`src/rtl/ym_lfo_multi.sv`:
```
// Multi-channel LFO: a tick-driven scan visits each channel once,
// steps its prescaler/phase counter and emits AM level and PM-shifted fnum.
// Ports: MCLK/reset (async, active high), tick scan strobe, cfg_* channel
// config write, fnum_ch/fnum per-channel fnum fetch, out_valid/out_ch/
// lfo_am/fnum_lfo registered scan results, busy while scanning, overrun
// pulse when a tick lands mid-scan.
module ym_lfo_multi #(
    parameter int CHANNELS   = 4,
    parameter int CNT_WIDTH  = 7,
    parameter int FNUM_WIDTH = 11,
    localparam int CHW = (CHANNELS > 1) ? $clog2(CHANNELS) : 1
) (
    input  logic                  MCLK,
    input  logic                  reset,
    input  logic                  tick,
    input  logic                  cfg_we,
    input  logic [CHW-1:0]        cfg_ch,
    input  logic                  cfg_en,
    input  logic [2:0]            cfg_rate,
    input  logic [1:0]            cfg_wave,
    input  logic [2:0]            cfg_pms,
    output logic [CHW-1:0]        fnum_ch,
    input  logic [FNUM_WIDTH-1:0] fnum,
    output logic                  out_valid,
    output logic [CHW-1:0]        out_ch,
    output logic [CNT_WIDTH-2:0]  lfo_am,
    output logic [FNUM_WIDTH:0]   fnum_lfo,
    output logic                  busy,
    output logic                  overrun
);

    localparam int W = CNT_WIDTH;
    localparam int F = FNUM_WIDTH;

    typedef enum logic {
        IDLE,
        SCAN
    } state_t;

    state_t           state_q, state_d;
    logic [CHW-1:0]   ch_q, ch_d;
    logic             accept;
    logic             ovr_d;
    logic             last_ch;
    logic [15:0]      lfsr_q;
    logic [15:0]      lfsr_next;

    logic [6:0]       pre_q  [CHANNELS];
    logic [W-1:0]     cnt_q  [CHANNELS];
    logic [W-2:0]     held_q [CHANNELS];
    logic             en_q   [CHANNELS];
    logic [2:0]       rate_q [CHANNELS];
    logic [1:0]       wave_q [CHANNELS];
    logic [2:0]       pms_q  [CHANNELS];

    logic [6:0]       cur_pre;
    logic [W-1:0]     cur_cnt;
    logic [2:0]       cur_pms;
    logic [1:0]       cur_wave;
    logic [6:0]       limit;
    logic             hit;
    logic             scanning;
    logic [W-2:0]     am_d;
    logic [2:0]       pm_m;
    logic [F-2:0]     prod;
    logic [F-2:0]     offset;
    logic [2:0]       shamt;
    logic [F:0]       base;
    logic [F:0]       off_ext;
    logic [F:0]       fl_d;

    function automatic logic [6:0] pre_limit(input logic [2:0] r);
        logic [6:0] l;
        case (r)
            3'd0:    l = 7'd108;
            3'd1:    l = 7'd77;
            3'd2:    l = 7'd71;
            3'd3:    l = 7'd67;
            3'd4:    l = 7'd62;
            3'd5:    l = 7'd44;
            3'd6:    l = 7'd8;
            default: l = 7'd5;
        endcase
        return l;
    endfunction

    assign last_ch  = (ch_q == CHW'(CHANNELS - 1));
    assign scanning = (state_q == SCAN);
    assign busy     = scanning;
    assign fnum_ch  = ch_q;

    // Galois form, shifting right; 0xB400 encodes taps 16,14,13,11.
    assign lfsr_next = {1'b0, lfsr_q[15:1]} ^ (lfsr_q[0] ? 16'hB400 : 16'h0000);

    // A tick in the final scan cycle chains straight into a new scan.
    always_comb begin
        state_d = state_q;
        ch_d    = ch_q;
        accept  = 1'b0;
        ovr_d   = 1'b0;
        unique case (state_q)
            IDLE: begin
                if (tick) begin
                    state_d = SCAN;
                    ch_d    = '0;
                    accept  = 1'b1;
                end
            end
            SCAN: begin
                if (last_ch) begin
                    if (tick) begin
                        ch_d   = '0;
                        accept = 1'b1;
                    end else begin
                        state_d = IDLE;
                    end
                end else begin
                    ch_d  = ch_q + CHW'(1);
                    ovr_d = tick;
                end
            end
        endcase
    end

    always_ff @(posedge MCLK or posedge reset) begin
        if (reset) begin
            state_q <= IDLE;
            ch_q    <= '0;
            lfsr_q  <= 16'h0001;
            overrun <= 1'b0;
        end else begin
            state_q <= state_d;
            ch_q    <= ch_d;
            overrun <= ovr_d;
            if (accept) begin
                lfsr_q <= lfsr_next;
            end
        end
    end

    // Datapath for the channel being scanned, using pre-update counter.
    assign cur_pre  = pre_q[ch_q];
    assign cur_cnt  = cnt_q[ch_q];
    assign cur_pms  = pms_q[ch_q];
    assign cur_wave = wave_q[ch_q];
    assign limit    = pre_limit(rate_q[ch_q]);
    assign hit      = (cur_pre == limit);

    always_comb begin
        am_d = '0;
        case (cur_wave)
            2'd0:    am_d = ~(cur_cnt[W-2:0] ^ {(W-1){cur_cnt[W-1]}});
            2'd1:    am_d = ~cur_cnt[W-1:1];
            2'd2:    am_d = {(W-1){~cur_cnt[W-1]}};
            default: am_d = held_q[ch_q];
        endcase
    end

    assign pm_m    = cur_cnt[W-3:W-5] ^ {3{cur_cnt[W-2]}};
    assign prod    = {3'b000, fnum[F-1:4]} * {{(F-4){1'b0}}, pm_m};
    assign shamt   = 3'd7 - cur_pms;
    assign offset  = (cur_pms == 3'd0) ? '0 : (prod >> shamt);
    assign base    = {fnum, 1'b0};
    assign off_ext = {2'b00, offset};
    assign fl_d    = cur_cnt[W-1] ? (base - off_ext) : (base + off_ext);

    // Per-channel state; a disabling config write beats the scan update.
    always_ff @(posedge MCLK or posedge reset) begin
        if (reset) begin
            for (int i = 0; i < CHANNELS; i++) begin
                pre_q[i]  <= '0;
                cnt_q[i]  <= '0;
                held_q[i] <= '0;
                en_q[i]   <= 1'b0;
                rate_q[i] <= '0;
                wave_q[i] <= '0;
                pms_q[i]  <= '0;
            end
        end else begin
            for (int i = 0; i < CHANNELS; i++) begin
                if (cfg_we && cfg_ch == CHW'(i)) begin
                    en_q[i]   <= cfg_en;
                    rate_q[i] <= cfg_rate;
                    wave_q[i] <= cfg_wave;
                    pms_q[i]  <= cfg_pms;
                end
                if (cfg_we && cfg_ch == CHW'(i) && !cfg_en) begin
                    pre_q[i] <= '0;
                    cnt_q[i] <= '0;
                end else if (scanning && ch_q == CHW'(i)) begin
                    if (!en_q[i]) begin
                        pre_q[i] <= '0;
                        cnt_q[i] <= '0;
                    end else if (hit) begin
                        pre_q[i] <= '0;
                        cnt_q[i] <= cnt_q[i] + W'(1);
                    end else begin
                        pre_q[i] <= pre_q[i] + 7'd1;
                    end
                end
                if (scanning && ch_q == CHW'(i) && en_q[i] && hit
                    && wave_q[i] == 2'd3) begin
                    held_q[i] <= lfsr_q[W-2:0];
                end
            end
        end
    end

    always_ff @(posedge MCLK or posedge reset) begin
        if (reset) begin
            out_valid <= 1'b0;
            out_ch    <= '0;
            lfo_am    <= '0;
            fnum_lfo  <= '0;
        end else begin
            out_valid <= scanning;
            if (scanning) begin
                out_ch   <= ch_q;
                lfo_am   <= am_d;
                fnum_lfo <= fl_d;
            end
        end
    end

endmodule

```
`config.mk`:
```
export PLATFORM = sky130hd
export DESIGN_NAME = ym_lfo_multi
export DESIGN_NICKNAME = d
export VERILOG_FILES = /design/src/rtl/ym_lfo_multi.sv
export SDC_FILE = /design/constraint.sdc
export NUM_CORES = 1
export LEC_CHECK = 0
export CAP_MARGIN = 15
export CELL_PAD_IN_SITES_DETAIL_PLACEMENT = 1
export CELL_PAD_IN_SITES_GLOBAL_PLACEMENT = 2
export CORE_AREA = 2 2 170 172
export CTS_BUF_LIST = sky130_fd_sc_hd__clkbuf_4 sky130_fd_sc_hd__clkbuf_8 sky130_fd_sc_hd__clkbuf_16
export CTS_CLUSTER_DIAMETER = 200
export CTS_CLUSTER_SIZE = 14
export DETAILED_ROUTE_END_ITERATION = 6
export DIE_AREA = 0 0 172 174
export PLACE_DENSITY = 0.86
export SLEW_MARGIN = 5
export SYNTH_ARGS = -nofsm -noshare
export SYNTH_HDL_FRONTEND = slang
export SYNTH_SLANG_ARGS = --single-unit
```
`constraint.sdc`:
```
create_clock -name MCLK -period 7.15 [get_ports MCLK]
set_input_delay 0.715 -clock MCLK [delete_from_list [all_inputs] [get_ports MCLK]]
set_output_delay 0.715 -clock MCLK [all_outputs]
set_load 0.005 [all_outputs]
```
==> metrics.txt <==
# TYPE chip_impl_metric gauge
chip_impl_info{name="timing.critical_path.mode_cell",value="a21oi_1"} 1
chip_impl_metric{name="clock_latency",unit="ns"} 0.43
chip_impl_metric{name="number_of_enable_flip_flop_cells_after_synthesis",unit=""} 0
chip_impl_metric{name="synthArstFlopShare",unit="%"} 100
chip_impl_metric{name="core_area",unit="um^2"} 28200
chip_impl_metric{name="detail_route.vias_per_cell",unit=""} 5.43
chip_impl_metric{name="timing.max_cap.violations",unit=""} 0
chip_impl_metric{name="timing.setup.tns",unit="ns"} 0
chip_impl_metric{name="grt_pass1_wl",unit="um"} 44600
chip_impl_metric{name="detailroute.wirelength.met3",unit="um"} 698
chip_impl_metric{name="io_pins",unit=""} 51
chip_impl_metric{name="number_of_placement_rows",unit=""} 62
chip_impl_metric{name="cts_inserted_buffers",unit=""} 17
chip_impl_metric{name="p_clk_share",unit="%"} 27.5
chip_impl_metric{name="via_count",unit=""} 7679
chip_impl_metric{name="detail_route.iter0.violations",unit=""} 433
chip_impl_metric{name="placement.cell_area",unit="um^2"} 10800
chip_impl_metric{name="powerDensity",unit="nW/um^2"} 309
chip_impl_metric{name="relSlewSlack",unit="%"} 35.4
chip_impl_metric{name="hold_slack",unit="ns"} 0.485
chip_impl_metric{name="wl_met1",unit="um"} 12400
chip_impl_metric{name="synth-warning-count",unit=""} 0
chip_impl_metric{name="die_height",unit="um"} 174
chip_impl_info{name="cts_tree",value="built"} 1
chip_impl_metric{name="combPwrFrac",unit="%"} 40.1
chip_impl_metric{name="antenna_violations_before_repair",unit=""} 0
chip_impl_metric{name="post_cts.repair.setup_buffers",unit=""} 0
chip_impl_metric{name="pre_cts_ws",unit="ns"} 0.350
chip_impl_metric{name="finalCriticalPeriod",unit="ns"} 6.63
chip_impl_metric{name="static-leakage-power",unit="nW"} 4.93
chip_impl_info{name="crit_path_end_kind",value="flip-flop"} 1
chip_impl_metric{name="clockBufferDepth",unit=""} 2
chip_impl_metric{name="global_route.usage.total",unit="%"} 19.0
chip_impl_info{name="layout_commonest_cell",value="dfrtp_1"} 1
chip_impl_metric{name="syn_avg_cell_area",unit="um^2"} 10.2
chip_impl_metric{name="clock_tree.htree_level_count",unit=""} 4
chip_impl_metric{name="seq_power_share",unit="%"} 32.4
chip_impl_metric{name="synth.lib_cells_used.distinct",unit=""} 68
chip_impl_metric{name="drcViolationCount",unit=""} 0
chip_impl_metric{name="cts_sinks",unit=""} 157
chip_impl_metric{name="drt_wl_total",unit="um"} 27500
chip_impl_metric{name="die_w",unit="um"} 172
chip_impl_info{name="element_type_at_the_critical_path_start",value="flip-flop"} 1
chip_impl_metric{name="finalMaxSlewViolations",unit=""} 0
chip_impl_metric{name="globalRoute.totalOverflow",unit=""} 0
chip_impl_metric{name="synth_nets",unit=""} 1047
chip_impl_metric{name="start_util",unit="%"} 35.2
chip_impl_metric{name="ir_worst_vdd",unit="mV"} 0.137
chip_impl_metric{name="final_layout_size_suffix_gt1_share",unit="%"} 18.3
chip_impl_metric{name="port_buffers",unit=""} 50
chip_impl_metric{name="overall_die_area",unit="um^2"} 29900
chip_impl_metric{name="hold_violations",unit=""} 0
chip_impl_metric{name="hpwlAfterDp",unit="um"} 19800
chip_impl_metric{name="switching_pwr",unit="W"} 0.00135
chip_impl_metric{name="antenna-diode-count",unit=""} 0
chip_impl_metric{name="timing.critical_path.arrival",unit="ns"} 6.97
chip_impl_info{name="worst_path_max_delay_cell",value="dfrtp_2"} 1
chip_impl_metric{name="postSynthCellCount",unit=""} 973
chip_impl_metric{name="yosys_register_bits",unit=""} 157
chip_impl_metric{name="switching_share",unit="%"} 38.2
chip_impl_metric{name="antenna_violating_nets_left",unit=""} 0
chip_impl_metric{name="cts.clk_slew.worst_paths",unit="ns"} 0.07
chip_impl_metric{name="crit_path_max_fanout",unit=""} 15
chip_impl_metric{name="setup_viol",unit=""} 0
chip_impl_info{name="library_cell_used_as_clock_root_buffer",value="clkbuf_16"} 1
chip_impl_metric{name="timing.final.ws_setup",unit="ns"} 0.523
chip_impl_metric{name="post_synth_instance_area",unit="um^2"} 9930
chip_impl_metric{name="hold_depth",unit=""} 2
chip_impl_metric{name="wl_met2",unit="um"} 14000
chip_impl_metric{name="delay_of_the_slowest_cell_on_the_worst_path",unit="ns"} 0.60
chip_impl_metric{name="finalInstanceArea",unit="um^2"} 11500
chip_impl_metric{name="grt_pass1_vias",unit=""} 8096
chip_impl_metric{name="detailedRoute.firstPassIterationCount",unit=""} 5
chip_impl_metric{name="clock_skew",unit="ns"} 0.0152
chip_impl_metric{name="largest_net_degree_at_the_start_of_global_routing",unit=""} 90
chip_impl_metric{name="gpl.final_weighted_congestion",unit=""} 0.883
chip_impl_metric{name="routedWlPerCell",unit="um"} 19.5
chip_impl_info{name="top_signal_layer_used",value="met4"} 1
chip_impl_metric{name="clock.fmax",unit="MHz"} 151
chip_impl_metric{name="fillCellCount",unit=""} 3191
chip_impl_metric{name="fin_crit_sh",unit="%"} 92.7
chip_impl_info{name="run_status",value="finished clean"} 1
chip_impl_info{name="grt_setup_unrepaired",value="false"} 1
chip_impl_info{name="synth_ff_type",value="dfrtp_1"} 1
chip_impl_metric{name="synth-seq-area-share",unit="%"} 39.6
chip_impl_info{name="timing.setup.critical_path_class",value="flip-flop to flip-flop"} 1
chip_impl_metric{name="crit_required",unit="ns"} 7.50
chip_impl_info{name="layout_common_cells",value="154 x dfrtp_1, 101 x nand2_1, 89 x mux2_2"} 1
chip_impl_metric{name="r2r.worst_path.cells",unit=""} 28
chip_impl_metric{name="worstMarginPinSlew",unit="ns"} 0.963
chip_impl_metric{name="fin_nets",unit=""} 1090
chip_impl_info{name="min-delay-path-class",value="flip-flop to flip-flop"} 1
chip_impl_metric{name="area_growth",unit="%"} 15.5
chip_impl_metric{name="internal_power",unit="W"} 0.00219
flip-flops by register name, summed over array words and instances, names as in the netlist, 2 cells and up:
signal / count
wave_q: 8
lfo_am: 6
fnum_lfo: 12
out_ch: 2
fnum_ch: 2
en_q: 4
held_q: 24
cnt_q: 28
pms_q: 12
pre_q: 28
lfsr_q: 16
rate_q: 12
cells by family (layout without fill, tap and decap cells):
family / count (synthesis) / in the layout / synth area share [%]
compound gates: 215 / 215 / 14.2
flops: 157 / 157 / 39.6
mux: 133 / 133 / 17.6
fa+ha+maj: 48 / 48 / 6.65
xor+xnor: 36 / 36 / 3.17
buf+inv: 77 / 133 / 3.35
simple gates: 307 / 307 / 15.5
stage by stage:
stage               util [%]  total power (W)  instances
floorplan                  -          0.00209        973
global placement        38.4          0.00256       1381
detailed placement      38.4          0.00259       1381
CTS                     40.6          0.00358       1413
global route            40.6          0.00376       1413
finish                  40.6          0.00354       1413
layout make-up:
type                            count  area [um^2]  area share, %
Timing Repair Buffer               64          606           5.28
Clock inverter                     15          199           1.73
Sequential cell                   157         3930           34.3
Tap cell                          384          480           4.19
Multi-Input combinational cell    739         5680           49.5
Inverter                           37          144           1.25
Clock buffer                       17          425           3.71
power by group through the flow:
stage | registers (W) | clock network, W | logic [W]
2_1_floorplan | 0.00111 | 0 | 0.000984
3_3_place_gp | 0.00116 | 0 | 0.00140
3_5_place_dp | 0.00116 | 0 | 0.00143
4_1_cts | 0.00115 | 0.000998 | 0.00144
5_1_grt | 0.00117 | 0.00103 | 0.00156
6_report | 0.00115 | 0.000975 | 0.00142
worst paths after layout:
check                                  startpoint                       end  slack (ns)
min reg2reg                lfsr_q[10]$_DFFE_PP0P_    lfsr_q[10]$_DFFE_PP0P_        0.49
max reg2reg                  fnum_ch[1]$_DFF_PP0_  fnum_lfo[10]$_DFFE_PP0P_        0.52
min in group asynchronous                   reset     cnt_q[17]$_DFFE_PP0P_        0.86
min                        lfsr_q[10]$_DFFE_PP0P_    lfsr_q[10]$_DFFE_PP0P_        0.49
max                          fnum_ch[1]$_DFF_PP0_  fnum_lfo[10]$_DFFE_PP0P_        0.52
max in group asynchronous                   reset     cnt_q[19]$_DFFE_PP0P_        4.82
synth_stat cells, types with 8 or more instances:
cell      number  area share [%]
nand2b_1      16             1.0
nor2_1        59             2.2
xor2_1        12             1.1
o211ai_1       8            0.60
o31ai_1       15             1.1
fa_1           8             1.6
nand4_1       10            0.63
and2_1        20             1.3
nor3_1        10            0.50
ha_1          40             5.0
xnor2_1       24             2.1
buf_2          8            0.40
nand2_1      101             3.8
clkbuf_1      21            0.79
nand3_1       30             1.5
inv_1         36             1.4
a21oi_1       40             2.0
mux4_2        24             5.4
or3_1         10            0.63
mux2i_1       20             2.0
and3_1        12            0.76
o21ai_1       18            0.91
dfrtp_1      156              39
mux2_2        89              10
o21ai_0       63             3.2
routing by layer:
| layer | track usage [%] | up-vias |
|---|---|---|
| met1 | 24.8 | 3899 |
| met2 | 33.1 | 124 |
| li1 | - | 3625 |
| met4 | 5.18 | 0 |
| met3 | 2.35 | 31 |
| met5 | 0 | - |
critical path, delay by kind of cell, from the launching register on:
kind / cells / cell delay [ns]
fa+ha+maj: 4 / 1.49
xor+xnor: 2 / 0.42
compound gates: 13 / 2.46
simple gates: 4 / 0.68
flops: 1 / 0.60
buf+inv: 3 / 0.30
mux: 2 / 0.61
timing repair:
action | 4_1_cts | 5_1_grt
gates resized for setup | 0 | 2
endpoints found under the setup margin | 0 | 2
hold buffers | 0 | 0
Note: power is estimated with default switching activity, not from simulation.
